**config.mk**
```make
export PLATFORM = sky130hd
export DESIGN_NAME = io_sched
export DESIGN_NICKNAME = d
export VERILOG_FILES = /design/src/rtl/io_sched.sv
export SDC_FILE = /design/constraint.sdc
export NUM_CORES = 1
export LEC_CHECK = 0
export CORE_MARGIN = 8
export CORE_UTILIZATION = 30
export DETAILED_ROUTE_END_ITERATION = 10
export HOLD_SLACK_MARGIN = 0.12
export SYNTH_ARGS = -nofsm -noshare
export SYNTH_HDL_FRONTEND = slang
export SYNTH_SLANG_ARGS = --single-unit
```
**constraint.sdc**
```tcl
create_clock -name clk -period 3.1 [get_ports clk]
set_input_delay 0.62 -clock clk [delete_from_list [all_inputs] [get_ports clk]]
set_output_delay 0.62 -clock clk [all_outputs]
set_load 0.005 [all_outputs]
```
**src/rtl/io_sched.sv**
```systemverilog
// io_sched: round-robin scheduler sharing one input holding register among four 8-bit devices.
// Define IO_SCHED_PRIO_EN to replace round-robin with fixed priority A>B>C>D.
module io_sched #(
    parameter int WIDTH = 8
) (
    input  logic             clk,
    input  logic             reset,
    input  logic [3:0]       req,
    input  logic [WIDTH-1:0] datos_inA,
    input  logic [WIDTH-1:0] datos_inB,
    input  logic [WIDTH-1:0] datos_inC,
    input  logic [WIDTH-1:0] datos_inD,
    output logic [3:0]       ack,
    input  logic             rd,
    output logic [WIDTH-1:0] dout,
    output logic [1:0]       src,
    output logic             valid,
    output logic [7:0]       cnt
);

    typedef enum logic {
        IDLE,
        FULL
    } state_t;

    state_t           state_reg;
    logic [3:0]       ack_reg;
    logic [WIDTH-1:0] dout_reg;
    logic [1:0]       src_reg;
    logic             valid_reg;
    logic [7:0]       cnt_reg;

    logic [WIDTH-1:0] dev_data [4];
    logic [1:0]       grant_next;
    logic             grant_any;

    assign dev_data[0] = datos_inA;
    assign dev_data[1] = datos_inB;
    assign dev_data[2] = datos_inC;
    assign dev_data[3] = datos_inD;

    assign grant_any = |req;

`ifdef IO_SCHED_PRIO_EN
    // Fixed priority: lowest set request bit wins.
    always_comb begin
        grant_next = 2'd0;
        for (int k = 3; k >= 0; k--) begin
            if (req[k]) begin
                grant_next = 2'(k);
            end
        end
    end
`else
    logic [1:0] ptr_reg;

    // Search upward from ptr with wrap; scanning offsets downward lets the
    // smallest offset (closest to ptr) overwrite any later candidate.
    always_comb begin
        logic [1:0] idx;
        grant_next = ptr_reg;
        idx        = ptr_reg;
        for (int k = 3; k >= 0; k--) begin
            idx = ptr_reg + 2'(k);
            if (req[idx]) begin
                grant_next = idx;
            end
        end
    end
`endif

    always_ff @(posedge clk) begin
        if (reset) begin
            state_reg <= IDLE;
            ack_reg   <= 4'b0000;
            dout_reg  <= '0;
            src_reg   <= 2'd0;
            valid_reg <= 1'b0;
            cnt_reg   <= 8'd0;
`ifndef IO_SCHED_PRIO_EN
            ptr_reg   <= 2'd0;
`endif
        end else begin
            ack_reg <= 4'b0000;
            case (state_reg)
                IDLE: begin
                    if (grant_any) begin
                        dout_reg  <= dev_data[grant_next];
                        src_reg   <= grant_next;
                        valid_reg <= 1'b1;
                        ack_reg   <= 4'b0001 << grant_next;
`ifndef IO_SCHED_PRIO_EN
                        ptr_reg   <= grant_next + 2'd1;
`endif
                        state_reg <= FULL;
                    end
                end
                FULL: begin
                    // Requests are ignored until the held byte is consumed.
                    if (rd) begin
                        valid_reg <= 1'b0;
                        cnt_reg   <= cnt_reg + 8'd1;
                        state_reg <= IDLE;
                    end
                end
                default: begin
                    state_reg <= IDLE;
                    valid_reg <= 1'b0;
                end
            endcase
        end
    end

    assign ack   = ack_reg;
    assign dout  = dout_reg;
    assign src   = src_reg;
    assign valid = valid_reg;
    assign cnt   = cnt_reg;

endmodule

```
==> flow_metrics.tcl, run 1 <==
set metrics [dict create \
    die_y_microns 79.0 \
    timing_worst_setup_path_type "in -> reg" \
    ioPinCount 62 \
    seq_power_share 0.470 \
    clock_tree.root_cell "clkbuf_8" \
    rsz0062_at_grt "no" \
    synth-main-ff-cell "dfxtp_1" \
    drtAntennaViolNets 0 \
    ys_async_sr_fraction 0 \
    postSynthRegisterBits 26 \
    cts_max_level 1 \
    area_growth_pct 58.7 \
    post-route-period-util 0.885 \
    synth.top_cells.by_area "dfxtp_1 (44%), mux2i_1 (16%), o221ai_1 (5.9%), nor2_1 (5.7%), nand2_1 (3.5%)" \
    clockPowerShare 0.233 \
    initial_antenna_violation_count 0 \
    dieWidth_microns 79.0 \
    ys_top_cells_by_count "dfxtp_1 (26), mux2i_1 (19), nor2_1 (18), nand2_1 (11), o221ai_1 (8)" \
    comb_power_share 0.297 \
    vias_per_instance 4.77 \
    globalplace.congestion 0.687 \
    met2WireLength_mm 1.96 \
    drv_slew 0 \
    post_synth_num_cell_types 30 \
    floorplan.die_area_sq_um 6250 \
    layout.nets 230 \
    cts.repair_timing.setup_buffer_count 0 \
    startpoint "req[1]" \
    crit_fanout 22 \
    insertedDiodeCount 0 \
    grt_max_degree 23 \
    intPower_mw 0.594 \
    number_of_global_route_vias_before_repair 1218 \
    synth_nets 169 \
    post_detailed_placement_half_perimeter_wirelength_mm 2.92 \
    syn-instance-count 129 \
    cts-hold-fix-buffers 0 \
    synth-warning-count 0 \
    max_freq_mhz 365 \
    postRouteWirelength_mm 3.72 \
    wl_per_cell_microns 15.6 \
    run_status "completed" \
    slew_headroom 0.194 \
    top_routing_layer_used "met4" \
    switching_power_mw 0.220 \
    power_leakage_nw 0.713 \
    num-fill-cells 401 \
    finClkSkew_ns 0.00798 \
    worst_r2r_startpoint "ptr_reg[1]" \
    drv_cap 0 \
    non_filler_instances 238 \
    numPortBuffers 61 \
    start_kind "input pin" \
    power_density_nw_per_um2 430 \
    clkSinkCount 26 \
    worst-slew-pin-transition_ns 1.20 \
    vias_post_dr 1135 \
    cts_resized 0 \
    synth_top_cell_by_area "dfxtp_1" \
    count_leader_synth "dfxtp_1" \
    layout-drive-gt1-share 0.0319 \
    proportion_of_total_power_due_to_net_switching 0.270 \
    total_cts_buffers 3 \
    seq_area_frac_synth 0.437 \
    fp-row-count 23 \
    floorplan.initialDensity 0.305 \
    vdd_ir_max_mv 0.205 \
    report.final.hold_viol_count 0 \
    hold_path.startpoint "dout[3]" \
    placedCellCount 235 \
    floorplan.core_area_sq_um 3910 \
    cts.clk_slew.worst_paths_ns 0.09 \
    first_pass_iters 4 \
    clock_insertion_delay_worst_skew_ns 0.27 \
    required_ns 3.24 \
    critical_path_arrival_ns 2.89 \
    syn-cell-area_sq_um 1190 \
    cts_tree "yes" \
    synth_enable_flop_cells 0 \
    post_synth.cell_area_avg_sq_um 9.24 \
    grt_pass1_wl_mm 5.91 \
    grt.total_usage 0.116 \
    min_period_ns 2.74 \
    setup_viol 0 \
    hp-class "reg -> reg" \
    clock_path_buffers 2 \
    yosys.area.top_type_share 0.437 \
    met3RoutedLength_microns 176 \
    route.detailed.drc 0 \
    drt_iter0_markers 37 \
    m1WireLength_mm 1.56 \
    globalRouteOverflowTotal 0 \
    setup.worst_path.end_class "flip-flop" \
    accumulated_negative_setup_slack_ns 0 \
]
## worst max-delay path: stages
cell	delay, ns
clkdlybuf4s50_1	0.54
or3b_1	0.16
o21ai_1	0.11
nor3_4	0.99
mux2i_1	0.32
o221ai_1	0.13
## cells by family (layout without fill, tap and decap cells)
group,Yosys count,in the layout,share of synthesized area
compound gates,21,21,0.126
xor+xnor,6,6,0.0441
fa+ha+maj,1,1,0.0105
buf+inv,10,69,0.0367
flops,26,26,0.437
mux,19,19,0.159
simple gates,46,46,0.187
## per-stage QoR
stage | util | power, mW | setup slack, ns | area, sq um | hold slack, ns
floorplan | - | 0.505 | 1.20 | 1190 | 0.452
global placement | 0.473 | 0.626 | 0.197 | 1850 | 0.445
detailed placement | 0.473 | 0.634 | 0.0799 | 1850 | 0.450
CTS | 0.483 | 0.823 | 0.361 | 1890 | 0.471
global route | 0.483 | 0.857 | 0.214 | 1890 | 0.501
finish | 0.483 | 0.814 | 0.357 | 1890 | 0.472
## path summary, 6_finish.rpt
kind,to,slack [ns],cells after the start
worst min-delay path,dout[3],0.47,2
worst max-delay path,dout[3],0.36,6
worst min register to register,dout[3],0.47,2
worst max register to register,dout[3],0.86,5
## cell usage in the layout, fill, tap and decap left out, drive strengths merged
master         synthesis  final
nand2b                 3      3
xor2                   4      4
nor4                   1      1
ha                     1      1
o311ai                 1      1
nand2                 11     11
mux2i                 19     19
and2                   1      1
clkdlybuf4s50          0     61
nand3b                 1      1
o221ai                 8      8
clkbuf                 3      3
or3b                   1      1
dfxtp                 26     26
inv                    4      4
o22a                   1      1
xnor2                  2      2
buf                    3      1
nor2                  18     18
a211oi                 3      3
or4                    1      1
or2                    1      1
o21ai                  3      3
nor3                   2      2
nand4                  3      3
a21oi                  5      5
and3                   1      1
or3                    2      2
## metal layers
metal / vias to the layer above / global-route usage
met1: 530 / 0.124
met3: 2 / 0.0293
li1: 582 / -
met2: 21 / 0.214
met5: - / 0
met4: 0 / 0.0389
## area by class of cell
class / count / area [sq um] / share of cell area
Sequential cell: 26 / 520 / 0.275
Tap cell: 50 / 62.6 / 0.0331
Timing Repair Buffer: 62 / 618 / 0.327
Inverter: 4 / 15.0 / 0.00794
Clock buffer: 3 / 41.3 / 0.0218
Multi-Input combinational cell: 93 / 634 / 0.335
## power by group through the flow
stage          combinational (mW)  clock [mW]  sequential, mW
6_report                    0.241       0.190           0.383
5_1_grt                     0.261       0.209           0.386
4_1_cts                     0.245       0.196           0.382
3_5_place_dp                0.243           0           0.391
3_3_place_gp                0.238           0           0.389
2_1_floorplan               0.115           0           0.390
Power figures use the tool's default switching activity.
==> run 2, diff against run 1 <==
- CORE_UTILIZATION: 30 -> 42
- PLACE_DENSITY: not set -> 0.84
==> flow_metrics.tcl, run 2 (synthesis gave the netlist of run 1 again) <==
set metrics [dict create \
    run_status "completed" \
    setup_viol 0 \
    rr_endpoint "dout[4]" \
    drv_cap 0 \
    power_density_nw_per_um2 428 \
    slew_headroom 0.240 \
    timing.reg2reg.worst_path_depth 5 \
    worst-slew-pin-transition_ns 1.14 \
    grt_max_degree 23 \
    start_kind "input pin" \
    floorplan.core_area_sq_um 2730 \
    post-route-period-util 0.851 \
    number_of_global_route_vias_before_repair 1243 \
    route.detailed.drc 0 \
    startpoint "req[1]" \
    crit_path_max_cell_delay_ns 0.94 \
    max_freq_mhz 379 \
    fin_hold_ws_ns 0.482 \
    wl_per_cell_microns 17.0 \
    drtAntennaViolNets 0 \
    numPortBuffers 61 \
    post_detailed_placement_half_perimeter_wirelength_mm 2.92 \
    placed_cell_area_sq_um 1830 \
    grt.total_usage 0.151 \
    slowest_stage "nor3_4" \
    required_ns 3.29 \
    postRouteWirelength_mm 3.75 \
    hp-class "reg -> reg" \
    endpoint "dout[4]" \
    worst_r2r_startpoint "ptr_reg[1]" \
    layout-drive-gt1-share 0.0370 \
    vdd_ir_max_mv 0.367 \
    cts_resized 0 \
    critical_path_arrival_ns 2.82 \
    vias_per_instance 5.44 \
    rsz0062_at_grt "no" \
    drt_iter0_markers 55 \
    power_mw 0.797 \
    layout_common_cells "clkdlybuf4s50_1 (61), dfxtp_1 (26), mux2i_1 (19), nor2_1 (18), nand2_1 (11)" \
    cts.repair_timing.setup_buffer_count 0 \
    timing_worst_setup_path_type "in -> reg" \
    crit_fanout 22 \
    worstPathCellList "clkdlybuf4s50_1, or2_2, o21ai_1, nor3_4, mux2i_1, o221ai_1" \
    grt_pass1_wl_mm 6.04 \
    cts-hold-fix-buffers 0 \
    accumulated_negative_setup_slack_ns 0 \
    globalplace.congestion 0.797 \
    clock_insertion_delay_worst_skew_ns 0.32 \
    die_y_microns 69.3 \
    finClkSkew_ns 0.00189 \
    total_cts_buffers 3 \
    cts_max_level 1 \
    setup.reg_to_reg.worst_slack_ns 0.90 \
    initial_antenna_violation_count 0 \
    report.final.hold_viol_count 0 \
    globalRouteOverflowTotal 0 \
    floorplan.die_area_sq_um 4800 \
    layout.nets 230 \
    first_pass_iters 4 \
    cts_tree "yes" \
    dieWidth_microns 69.3 \
    insertedDiodeCount 0 \
    cts.clk_slew.worst_paths_ns 0.14 \
    ioPinCount 62 \
    clock_path_buffers 2 \
    floorplan.initialDensity 0.436 \
    fp-row-count 19 \
    hold_path.startpoint "dout[7]" \
    clock_tree.root_cell "clkbuf_4" \
    drv_slew 0 \
    setup.worst_path.end_class "flip-flop" \
    area_growth_pct 56.2 \
    min_period_ns 2.64 \
    power_leakage_nw 0.712 \
    clkSinkCount 26 \
    final_common_cell "clkdlybuf4s50_1" \
    fin_area_sq_um 1860 \
    num-fill-cells 236 \
    vias_post_dr 1196 \
]
run 2: how the worst min path moves through the flow:
stage | end | slack (ns) | cells after the start
after floorplan | state_reg | 0.45 | 2
after global placement | dout[0] | 0.44 | 2
after detailed placement | dout[2] | 0.45 | 2
after CTS | dout[2] | 0.49 | 2
after global routing | dout[2] | 0.52 | 2
final | dout[7] | 0.48 | 2
run 2: cell type report:
| cell class | instances | area [sq um] | share of cell area |
|---|---|---|---|
| clock buffer | 4 | 36.3 | 0.0195 |
| sequential | 26 | 520 | 0.279 |
| multi-input combinational | 93 | 634 | 0.340 |
| tap | 31 | 38.8 | 0.0208 |
| inverter | 4 | 15.0 | 0.00806 |
| timing repair buffer | 62 | 618 | 0.332 |
run 2: routing by layer:
metal,GRT usage,vias to the layer above,part of all wire,wire length [microns]
met3,0.0372,10,0.036,135
met1,0.154,575,0.40,1500
met5,0,-,0,0
met2,0.276,31,0.54,2020
li1,-,580,-,-
met4,0.0752,0,0.023,87
run 2: through the flow:
| stage | setup WS, ns | util | std cells |
|---|---|---|---|
| 2_1_floorplan | 1.20 | - | 129 |
| 3_3_place_gp | 0.237 | 0.668 | 216 |
| 3_5_place_dp | 0.134 | 0.668 | 216 |
| 4_1_cts | 0.487 | 0.681 | 220 |
| 5_1_grt | 0.310 | 0.681 | 220 |
| 6_report | 0.463 | 0.681 | 220 |
run 2: worst max-delay path, delay by kind of cell:
family                 cells  cell delay (ns)
and+or+nand+nor            2             1.10
muxes                      1             0.29
AOI/OAI and AO/OA          2             0.25
buffers and inverters      1             0.56
run 2: report_power, final:
part           total (mW)  internal (mW)  switching [mW]
Sequential          0.383          0.365          0.0184
Combinational       0.242          0.142          0.0995
Clock               0.172         0.0719           0.100
==> variant (config.mk and constraints of run 1) <==
Reset style: asynchronous (`reset`), changed in one clocked block.
--- a/src/rtl/io_sched.sv
+++ b/src/rtl/io_sched.sv
@@ -71,3 +71,3 @@
 
-    always_ff @(posedge clk) begin
+    always_ff @(posedge clk or posedge reset) begin
         if (reset) begin
Behaviour: differs if reset is asserted again (counterexample within 4 cycles, from zero or initial values and one cycle with reset high); with reset held inactive, the same outputs for 10 cycles.
==> variant against run 1 <==
- setup slack better by 0.11 ns
- final area up 11%
- via count up 14%
- final cell count up 4.2%
- sequential cell count unchanged
- synthesized cell count unchanged
- area after synthesis up 14%
- register-to-register slack better by 0.02 ns
- utilization up 0.053 points
- routed wire length up 6.7%
- critical endpoint is now dout[2]$_DFFE_PP0P_
Power is not compared: it rests on default switching activity, and its combinational part moved more than twofold at a synthesized area within 25%.
==> variant: results (changes against run 1) <==
metric;value;unit;change
status;finished, final reports clean;;unchanged
ys_warn_count;0;;unchanged
placed_cell_area;2050;um^2;was 1850 um^2
grt_usage;11.0;%;was 11.6%
synth_common_cells;dfrtp_1 (26), nor2_1 (13), nand2_1 (7), nand3_1 (7), xnor2_1 (7);;was dfxtp_1 (26), mux2i_1 (19), nor2_1 (18)
via_count;1292;;was 1135
grt_pass1_vias;1403;;was 1218
clock_skew;0.0106;ns;was 0.00798 ns
synthTopCellsByArea;dfrtp_1 (48%), xnor2_1 (4.5%), a221o_1 (3.7%), nor2_1 (3.6%), nand3_1 (2.6%);;was dfxtp_1 (44%), mux2i_1 (16%), o221ai_1 (5.9%), nor2_1 (5.7%), nand2_1 (3.5%)
drive_above_1_share;8.67;%;was 3.19%
grt_max_degree;27;;was 23
multi_input_area;684;um^2;was 634 um^2
dp_hpwl;3.22;mm;was 2.92 mm
synthFlopType;dfrtp_1;;was dfxtp_1
final_cells;248;;was 238
dp_slack;0.163;ns;was 0.0799 ns
wl;3.97;mm;was 3.72 mm
grt_pass1_wl;6.48;mm;was 5.91 mm
fillers;395;;was 401
place_congestion;0.809;;was 0.687
grt_antenna_before_repair;0;;unchanged
vdd_drop_max;0.329;mV;
cp_slowest_stage_delay;0.60;ns;was 0.99 ns
critical_path.top_delay_family;compound AO/OA/AOI/OAI gates;;was simple AND/OR/NAND/NOR gates
worstSkewPairLatency;0.27;ns;about the same
fin_nets;237;;was 230
synth_seq_area_share;47.8;%;was 43.7%
p_leak;0.876;nW;
drt_iter0_drc;27;;was 37
synthArstFlopShare;100;%;was 0%
yosysUniqueCellTypes;39;;was 30
crit_slowest_cell;clkdlybuf4s50_1;;was nor3_4
worstMarginPinSlew;0.665;ns;was 1.20 ns
path_max_fanout;10;;was 22
[variant: metal layers]
metal  vias to the layer above  wire length [um]  GRT usage [%]
met2                        50              1870           18.0
met1                       625              1720           12.6
met4                         0                51           3.04
met5                         -                 0              0
li1                        610                 -              -
met3                         7               339           4.79
[variant: cells by family (layout without fill, tap and decap cells)]
| logic type | after synthesis | after routing | synth area share, % |
|---|---|---|---|
| AO/OA/AOI/OAI | 34 | 34 | 19.4 |
| XOR/XNOR | 8 | 8 | 5.15 |
| adder cells (fa/ha/maj) | 1 | 1 | 0.919 |
| buffers and inverters | 5 | 72 | 1.93 |
| flip-flops | 26 | 26 | 47.8 |
| multiplexers | 9 | 9 | 7.72 |
| AND/OR/NAND/NOR | 46 | 46 | 17.1 |
[variant: worst paths after layout]
path	startpoint	end	slack [ns]	cells after the start
max reg2reg	ptr_reg[1]$_DFFE_PP0P_	dout[2]$_DFFE_PP0P_	0.88	5
min	cnt[7]$_DFFE_PP0P_	cnt[7]$_DFFE_PP0P_	0.50	1
min in group asynchronous	reset	state_reg$_DFF_PP0_	0.71	3
max in group asynchronous	reset	dout[6]$_DFFE_PP0P_	2.13	3
min reg2reg	cnt[7]$_DFFE_PP0P_	cnt[7]$_DFFE_PP0P_	0.50	1
max	req[3]	dout[2]$_DFFE_PP0P_	0.46	6
[variant: layout make-up]
cell class	count	area share, %
multi-input combinational	98	32.5
sequential	26	30.9
timing repair buffer	65	30.4
tap	52	3.09
clock buffer	4	2.61
inverter	3	0.534
[variant: power groups by stage]
stage	registers [mW]	clock network (mW)	logic (mW)
5_1_grt	0.571	0.241	0.713
4_1_cts	0.553	0.225	0.663
3_3_place_gp	0.552	0	0.650
6_report	0.555	0.221	0.651
3_5_place_dp	0.558	0	0.661
2_1_floorplan	0.554	0	0.315
